File: src/rtl/cache_ctrl_wb.sv
// rtl/cache_ctrl_wb.sv - direct-mapped cache controller, write-back or write-through, ready-gated memory port
// All outputs are registered; memory-side outputs are derived from the next state.
module cache_ctrl_wb #(
    parameter int ADDR_BITS  = 5,
    parameter int INDEX_BITS = 3,
    parameter int DATA_WIDTH = 8,
    parameter bit WRITE_BACK = 1'b1
) (
    input  logic                  clk,
    input  logic                  reset,
    input  logic                  cpu_read,
    input  logic                  cpu_write,
    input  logic [ADDR_BITS-1:0]  cpu_addr,
    input  logic [DATA_WIDTH-1:0] cpu_wdata,
    output logic [DATA_WIDTH-1:0] cpu_rdata,
    output logic                  cpu_done,
    output logic                  hit,
    output logic                  busy,
    output logic                  mem_read,
    output logic                  mem_write,
    output logic [ADDR_BITS-1:0]  mem_addr,
    output logic [DATA_WIDTH-1:0] mem_wdata,
    input  logic [DATA_WIDTH-1:0] mem_rdata,
    input  logic                  mem_ready,
    output logic [2:0]            state
);
    localparam int TAG_BITS = ADDR_BITS - INDEX_BITS;
    localparam int LINES    = 1 << INDEX_BITS;

    typedef enum logic [2:0] {
        S_IDLE      = 3'd0,
        S_LOOKUP    = 3'd1,
        S_WRITEBACK = 3'd2,
        S_FILL      = 3'd3,
        S_RESPOND   = 3'd4,
        S_WTHRU     = 3'd5
    } state_t;

    state_t                state_q, state_d;
    logic                  op_write_q, op_write_d;
    logic [ADDR_BITS-1:0]  addr_q, addr_d;
    logic [DATA_WIDTH-1:0] wdata_q, wdata_d;
    logic                  whit_q, whit_d;
    logic [LINES-1:0]      valid_q, valid_d;
    logic [LINES-1:0]      dirty_q, dirty_d;
    logic [TAG_BITS-1:0]   tag_q  [LINES];
    logic [DATA_WIDTH-1:0] data_q [LINES];

    logic                  data_we;
    logic                  tag_we;
    logic [DATA_WIDTH-1:0] data_wval;

    logic                  cpu_done_q, cpu_done_d;
    logic                  hit_q, hit_d;
    logic                  busy_q, busy_d;
    logic [DATA_WIDTH-1:0] cpu_rdata_q, cpu_rdata_d;
    logic                  mem_read_q, mem_read_d;
    logic                  mem_write_q, mem_write_d;
    logic [ADDR_BITS-1:0]  mem_addr_q, mem_addr_d;
    logic [DATA_WIDTH-1:0] mem_wdata_q, mem_wdata_d;

    logic [INDEX_BITS-1:0] req_idx;
    logic [TAG_BITS-1:0]   req_tag;
    logic                  lookup_hit;
    logic                  victim_dirty;

    assign req_idx      = addr_q[INDEX_BITS-1:0];
    assign req_tag      = addr_q[ADDR_BITS-1:INDEX_BITS];
    assign lookup_hit   = valid_q[req_idx] && (tag_q[req_idx] == req_tag);
    assign victim_dirty = valid_q[req_idx] && dirty_q[req_idx];

    always_ff @(posedge clk) begin
        if (reset) begin
            state_q <= S_IDLE;
        end else begin
            state_q <= state_d;
        end
    end

    always_comb begin
        state_d = state_q;
        case (state_q)
            S_IDLE: begin
                if (cpu_read || cpu_write) state_d = S_LOOKUP;
            end
            S_LOOKUP: begin
                if (op_write_q && !WRITE_BACK) state_d = S_WTHRU;
                else if (lookup_hit)           state_d = S_IDLE;
                else if (victim_dirty)         state_d = S_WRITEBACK;
                else                           state_d = S_FILL;
            end
            S_WRITEBACK: begin
                if (mem_ready) state_d = S_FILL;
            end
            S_FILL: begin
                if (mem_ready) state_d = S_RESPOND;
            end
            S_RESPOND: begin
                state_d = S_IDLE;
            end
            S_WTHRU: begin
                if (mem_ready) state_d = S_IDLE;
            end
            default: state_d = S_IDLE;
        endcase
    end

    // Request latch, array updates and CPU-side responses, keyed on the current state.
    always_comb begin
        op_write_d  = op_write_q;
        addr_d      = addr_q;
        wdata_d     = wdata_q;
        whit_d      = whit_q;
        valid_d     = valid_q;
        dirty_d     = dirty_q;
        data_we     = 1'b0;
        tag_we      = 1'b0;
        data_wval   = wdata_q;
        cpu_done_d  = 1'b0;
        hit_d       = 1'b0;
        cpu_rdata_d = cpu_rdata_q;
        case (state_q)
            S_IDLE: begin
                if (cpu_read || cpu_write) begin
                    op_write_d = cpu_write;
                    addr_d     = cpu_addr;
                    wdata_d    = cpu_wdata;
                end
            end
            S_LOOKUP: begin
                if (op_write_q && !WRITE_BACK) begin
                    whit_d  = lookup_hit;
                    data_we = lookup_hit;
                end else if (lookup_hit) begin
                    cpu_done_d = 1'b1;
                    hit_d      = 1'b1;
                    if (op_write_q) begin
                        data_we          = 1'b1;
                        dirty_d[req_idx] = 1'b1;
                    end else begin
                        cpu_rdata_d = data_q[req_idx];
                    end
                end
            end
            S_WRITEBACK: begin
                if (mem_ready) dirty_d[req_idx] = 1'b0;
            end
            S_FILL: begin
                if (mem_ready) begin
                    data_we          = 1'b1;
                    data_wval        = mem_rdata;
                    tag_we           = 1'b1;
                    valid_d[req_idx] = 1'b1;
                    dirty_d[req_idx] = 1'b0;
                end
            end
            S_RESPOND: begin
                cpu_done_d = 1'b1;
                if (op_write_q) begin
                    data_we          = 1'b1;
                    dirty_d[req_idx] = 1'b1;
                end else begin
                    cpu_rdata_d = data_q[req_idx];
                end
            end
            S_WTHRU: begin
                if (mem_ready) begin
                    cpu_done_d = 1'b1;
                    hit_d      = whit_q;
                end
            end
            default: ;
        endcase
    end

    // Memory outputs follow the state being entered so they are valid the cycle after the transition.
    always_comb begin
        busy_d      = (state_d != S_IDLE);
        mem_read_d  = (state_d == S_FILL);
        mem_write_d = (state_d == S_WRITEBACK) || (state_d == S_WTHRU);
        mem_addr_d  = mem_addr_q;
        mem_wdata_d = mem_wdata_q;
        case (state_d)
            S_WRITEBACK: begin
                mem_addr_d  = {tag_q[req_idx], req_idx};
                mem_wdata_d = data_q[req_idx];
            end
            S_FILL: begin
                mem_addr_d = addr_q;
            end
            S_WTHRU: begin
                mem_addr_d  = addr_q;
                mem_wdata_d = wdata_q;
            end
            default: ;
        endcase
    end

    always_ff @(posedge clk) begin
        if (reset) begin
            op_write_q  <= 1'b0;
            addr_q      <= '0;
            wdata_q     <= '0;
            whit_q      <= 1'b0;
            valid_q     <= '0;
            dirty_q     <= '0;
            cpu_done_q  <= 1'b0;
            hit_q       <= 1'b0;
            busy_q      <= 1'b0;
            cpu_rdata_q <= '0;
            mem_read_q  <= 1'b0;
            mem_write_q <= 1'b0;
            mem_addr_q  <= '0;
            mem_wdata_q <= '0;
        end else begin
            op_write_q  <= op_write_d;
            addr_q      <= addr_d;
            wdata_q     <= wdata_d;
            whit_q      <= whit_d;
            valid_q     <= valid_d;
            dirty_q     <= dirty_d;
            cpu_done_q  <= cpu_done_d;
            hit_q       <= hit_d;
            busy_q      <= busy_d;
            cpu_rdata_q <= cpu_rdata_d;
            mem_read_q  <= mem_read_d;
            mem_write_q <= mem_write_d;
            mem_addr_q  <= mem_addr_d;
            mem_wdata_q <= mem_wdata_d;
        end
    end

    // Tag and data storage carry no reset; the valid bits gate their use.
    always_ff @(posedge clk) begin
        if (!reset && tag_we)  tag_q[req_idx]  <= req_tag;
        if (!reset && data_we) data_q[req_idx] <= data_wval;
    end

    assign cpu_rdata = cpu_rdata_q;
    assign cpu_done  = cpu_done_q;
    assign hit       = hit_q;
    assign busy      = busy_q;
    assign mem_read  = mem_read_q;
    assign mem_write = mem_write_q;
    assign mem_addr  = mem_addr_q;
    assign mem_wdata = mem_wdata_q;
    assign state     = state_q;

endmodule
File: config.mk
export PLATFORM = sky130hd
export DESIGN_NAME = cache_ctrl_wb
export DESIGN_NICKNAME = d
export VERILOG_FILES = /design/src/rtl/cache_ctrl_wb.sv
export SDC_FILE = /design/constraint.sdc
export NUM_CORES = 1
export LEC_CHECK = 0
export CELL_PAD_IN_SITES_DETAIL_PLACEMENT = 2
export CELL_PAD_IN_SITES_GLOBAL_PLACEMENT = 2
export CORE_MARGIN = 1
export CORE_UTILIZATION = 38
export CTS_BUF_LIST = sky130_fd_sc_hd__clkbuf_4 sky130_fd_sc_hd__clkbuf_8
export DETAILED_ROUTE_END_ITERATION = 8
export PLACE_DENSITY_LB_ADDON = 0.25
export REMOVE_ABC_BUFFERS = 1
export SLEW_MARGIN = 10
export SYNTH_ARGS = -nofsm -noshare
export SYNTH_HDL_FRONTEND = slang
export SYNTH_SLANG_ARGS = --single-unit
File: constraint.sdc
create_clock -name clk -period 7.62 [get_ports clk]
set_input_delay 1.524 -clock clk [delete_from_list [all_inputs] [get_ports clk]]
set_output_delay 1.524 -clock clk [all_outputs]
set_load 0.1 [all_outputs]
; ---- Yosys cells after proc, flatten, opt, wreduce, memory -nomap -nowiden
; Memories as Yosys holds them, arrays and structs flattened. A register that Yosys moved wholly into a read port is not among the register bits.
; Index checks and enable logic that the tools add are counted.
[totals]
reg_bits = 59
ram_bits = 80
in_bits = 26
out_inout_bits = 29
word_cells = 94
n_memories = 2
[mem_list]
columns = memory, depth, word_bits, rd, rd_ports_with_merged_regs, wr, line
row1 = data_q, 8, 8, 1, 1, 1, 47  ; logic [DATA_WIDTH-1:0] data_q [LINES];
row2 = tag_q, 8, 2, 1, 1, 1, 46  ; logic [TAG_BITS-1:0] tag_q [LINES];
[op_classes]
order_cmp = 2
eq_ne = 11
muxes = 39
bitwise = 5
reduce_logical = 21
[op_table]
columns = op, n
row1 = $mux 8, 7
row2 = $pmux 8 s2, 2
row3 = $mux 3, 8
row4 = $pmux 8 s3, 1
row5 = $or 8x8->8, 2
row6 = $pmux 3 s5, 1
row7 = $mux 1, 13
row8 = $eq 3x2->1 const B, 4
row9 = $pmux 5 s2, 1
row10 = $eq 3x3->1 const B, 3
row11 = $and 8x8->8, 1
row12 = $not 8->8, 1
row13 = $bmux 1 s3, 2
row14 = $pmux 1 s3, 2
row15 = $reduce_and 2->1, 3
row16 = $reduce_bool 2->1, 3
row17 = $reduce_bool 3->1, 2
row18 = $reduce_or 2->1, 3
row19 = $logic_and 1x1->1, 5
row20 = $lt 3x4->1 const B, 1
row21 = $demux 1 s3, 1
row22 = $eq 3x1->1 const B, 1
row23 = $ge 3x1->1 const B, 1
row24 = $logic_not 3->1, 1
row25 = other kinds (8), 9

; ---- Logic depth before layout (Yosys ltp)
[logic_depth]
word_depth = 9
depth_mapped = 10
mapped_depth_nobuf = 7

; ---- Least setup slack after synthesis
; OpenSTA, ideal clock, no wires.
[synth_path]
kind = flip-flop to flip-flop
from = reg state_q[0] (netlist: state[0])
to = mem data_q[3][0] (enable)
setup_ns = 0.370
arrival_time_ns = 2.744
required_time_ns = 7.250
setup_slack_ns = 4.506
stages_incl_launch_ff = 8
path_buffers = 1
synth_period_minus_slack_ns = 3.114
path_cell_list = dfxtp_1 > clkbuf_1 > nor2b_1 > nand3_1 > nand2_1 > a21oi_1 > a211o_1 > nor2_1
[synth_between]
elab_chain_len = 5
elab_cells_between_ends = 7
classes_between = eq/ne: 3 / mux: 3 / reduce/logical: 1
[synth_lines]
columns = item, line
row1 = from (decl), 39  ; state_t state_q, state_d;
row2 = from (signal assigned), 76  ; state_q <= state_d;
row3 = $eq 3x3->1 (tied with other cells), 122  ; case (state_q)
row4 = $pmux 1 s3 *, 122
row5 = $logic_and 1x1->1 *, 236  ; if (!reset && data_we) data_q[req_idx] <= data_wval;
row6 = $mux 1 *, 236
row7 = $mux 1 (implied by the code) *, 236
row8 = to (decl), 47
; Mark *: on every way between the ends. The rest lies on a longest branch, timed or not.

==> flow_metrics.env <==
export IMPL_cts_sinks=142
export IMPL_post_drt_wl_per_cell_um=23.75
export IMPL_place_gp_congestion=0.8338
export IMPL_total_power_mw=2.235
export IMPL_vias=4095
export IMPL_gr_total_overflow=0
export IMPL_cts_tree="built"
export IMPL_ioPinCount=55
export IMPL_fin_crit_ps=3942
export IMPL_finalSetupViolCount=0
export IMPL_layout_drive_gt1_share_pct=14.87
export IMPL_drtPass1Iterations=4
export IMPL_ys_types=49
export IMPL_crit_slowest_cell="dfxtp_1"
export IMPL_min_delay_start="cpu_rdata[5]"
export IMPL_yosys_cell_count_top_type="edfxtp_1"
export IMPL_ys_top_cells_by_area="edfxtp_1, dfxtp_1, mux4_2"
export IMPL_crit_fanout=16
export IMPL_vias_per_cell=5.467
export IMPL_antenna_found_initial=0
export IMPL_drt_wl_total_mm=17.79
export IMPL_fp_dieW_um=127.3
export IMPL_critical_path_top_delay_family="compound AO/OA/AOI/OAI gates"
export IMPL_hold_path_class="flip-flop to flip-flop"
export IMPL_grt_pass1_vias=4497
export IMPL_vdd_ir_drop_max_uv=152.4
export IMPL_hold_viol_final=0
export IMPL_crit_buf_inv=0
export IMPL_postLayoutCoreUtil_pct=46.15
export IMPL_critPathLaunchType="flip-flop"
export IMPL_switching_power_mw=0.8189
export IMPL_ys_seq_area_share_pct=61.10
export IMPL_critPathCaptureType="flip-flop"
export IMPL_drt_iter0_markers=301
export IMPL_area_growth_pct=18.09
export IMPL_grt_total_usage_pct=23.77
export IMPL_switching_share_pct=36.64
export IMPL_hold_end="cpu_rdata[5]"
export IMPL_slew_headroom_pct=28.86
export IMPL_start_util_pct=39.08
export IMPL_synth_common_cells="edfxtp_1, dfxtp_1, nand2_1, nor2_1, a21oi_1"
export IMPL_p_leak_nw=2.278
export IMPL_drv_slew=0
export IMPL_p_comb_share_pct=29.6
export IMPL_timing_hold_ws_ps=460.8
export IMPL_nFillCells=1520
export IMPL_crit_chain="mux2_1 -> a2bb2oi_1 -> a21o_1 -> a221oi_2 -> a21oi_1 -> a211o_1 -> nor2_1"
export IMPL_synth_seq_cells=142
export IMPL_antennaDiodeCount=0
export IMPL_rrSetupSlack_ps=3680
export IMPL_slowest_delay_ps=920
export IMPL_power_internal_mw=1.416
export IMPL_worstMarginPinSlew_ps=1063
export IMPL_yosys_warnings=0
export IMPL_cts_made_buffers=17
export IMPL_yosys_area_top_type="edfxtp_1"
export IMPL_synth_area_per_cell_um2=12.45
export IMPL_p_clk_share_pct=27.8
export IMPL_maxCapViolations=0
export IMPL_synth_area_um2=5963
export IMPL_grt_first_pass_wirelength_mm=27.35
export IMPL_ctsHtreeMaxLevel=4
export IMPL_post_route_period_util_pct=51.73
export IMPL_synth_main_ff_cell="edfxtp_1"
export IMPL_path_clk_slew_ps=80
export IMPL_critPathArrivalTime_ps=4030
export IMPL_r2r_end="data_q[4][1]"
export IMPL_status="completed"
export IMPL_core_um2=15260
export IMPL_ctsResizeCount=0
export IMPL_yosys_area_top_type_share_pct=40.29
export IMPL_seqCellArea_um2=3643
export IMPL_grt_max_degree=72
export IMPL_dp_hpwl_mm=12.55
export IMPL_multi_input_area_um2=2137
export IMPL_port_buffers=54
export IMPL_required_ps=7710
export IMPL_seqPwrFrac_pct=42.6
export IMPL_ctsHoldBuffers=0
export IMPL_clock_latency_ps=460
export IMPL_postCtsSetupBuffers=0
export IMPL_clock_root_buffer="clkbuf_8"
export IMPL_synth_edf_count=80
export IMPL_die_height_um=127.3
export IMPL_max_freq_ghz=0.2537
export IMPL_final_setup_tns_ps=0
export IMPL_ant_nets=0
export IMPL_postSynthCellCount=479
export IMPL_path_class="flip-flop to flip-flop"
export IMPL_rsz0062_at_grt="no"
export IMPL_async_flop_share_pct=0
export IMPL_drc=0
export IMPL_worstHoldPathCells=2
export IMPL_rows=45
export IMPL_skew_ps=12.02
export IMPL_cts_buffer_depth=2
export IMPL_reg2reg_depth=7
export IMPL_fin_nets=551
export IMPL_dieArea_um2=16200
export IMPL_powerDensity_nw_per_um2=317.4
[state kept, by name, indices dropped and copies added (netlist names), named ones only]
signal,count
cpu_done,1
op_write_q,1
wdata_q,8
cpu_rdata,8
mem_addr,5
addr_q,5
data_q,64
busy,1
state,3
mem_write,1
mem_wdata,8
hit,1
valid_q,8
mem_read,1
tag_q,16
[power groups by stage]
| stage | logic, mW | registers [mW] | clock network (mW) |
|---|---|---|---|
| 2_1_floorplan | 0.261 | 1.14 | 0 |
| 3_3_place_gp | 0.642 | 0.964 | 0 |
| 3_5_place_dp | 0.664 | 0.968 | 0 |
| 4_1_cts | 0.669 | 0.953 | 0.633 |
| 5_1_grt | 0.704 | 0.960 | 0.664 |
| 6_report | 0.662 | 0.951 | 0.621 |
[worst register-to-register path, stage by stage (launching register included)]
cell	delay, ps
dfxtp_1	920
mux2_1	390
a2bb2oi_1	180
a21o_1	220
a221oi_2	630
a21oi_1	160
a211o_1	440
nor2_1	630
[layout make-up]
| type | instances | share of cell area (%) |
|---|---|---|
| tap | 211 | 3.749 |
| sequential | 142 | 51.74 |
| clock buffer | 26 | 4.638 |
| timing repair buffer | 57 | 7.925 |
| inverter | 8 | 0.4264 |
| multi-input combinational | 299 | 30.35 |
| clock inverter | 6 | 1.173 |
[cells by family (layout without fill, tap and decap cells)]
family | after synthesis | in the layout | share of synthesized area [%]
multiplexers | 49 | 49 | 12.44
buffers and inverters | 38 | 97 | 3.063
flip-flops | 142 | 142 | 61.10
AO/OA/AOI/OAI | 102 | 102 | 11.52
AND/OR/NAND/NOR | 148 | 148 | 11.88
[worst max path at each step]
stage | startpoint | to | slack, ps | depth (start not counted)
2_1_floorplan | flip-flop | data_q[5][0] | 4150 | 7
3_3_place_gp | mem_ready | data_q[0][3] | 3580 | 6
3_5_place_dp | mem_ready | data_q[1][5] | 3390 | 6
4_1_cts | flip-flop | data_q[0][4] | 3650 | 7
5_1_grt | flip-flop | data_q[5][2] | 3420 | 7
6_report | flip-flop | data_q[4][1] | 3680 | 7
[placed cells by master, fill, tap and decap left out, types with 3 or more instances in the layout]
cell type	count
edfxtp_1	80
mux2_2	9
nand3b_1	4
clkdlybuf4s50_1	53
or3_1	3
mux2i_1	19
dfxtp_1	62
o21ai_0	19
or2_0	7
nand2_1	49
o31ai_2	8
mux4_2	19
nor2_1	41
clkbuf_4	5
nor3_1	3
o22ai_1	10
clkinv_2	3
buf_4	3
inv_1	8
nand3_1	6
a21oi_1	35
nor2b_1	21
o31ai_1	4
nand2b_1	8
a22oi_1	3
clkbuf_8	21
o21ai_1	3
[layer usage]
metal / vias up / track usage, % / share of wire [%]
met2: 113 / 40.15 / 49
met5: - / 0 / 0
met4: 0 / 9.804 / 2.4
li1: 1854 / - / -
met3: 26 / 5.486 / 5.6
met1: 2102 / 29.36 / 43
[through the flow]
stage	setup WS, ps	std cells	cell area [µm²]
finish	3678	749	7042
detailed placement	3389	717	6633
global route	3415	749	7042
CTS	3646	749	7042
global placement	3584	717	6633
floorplan	4152	449	5811
(Power assumes the default switching activity.)
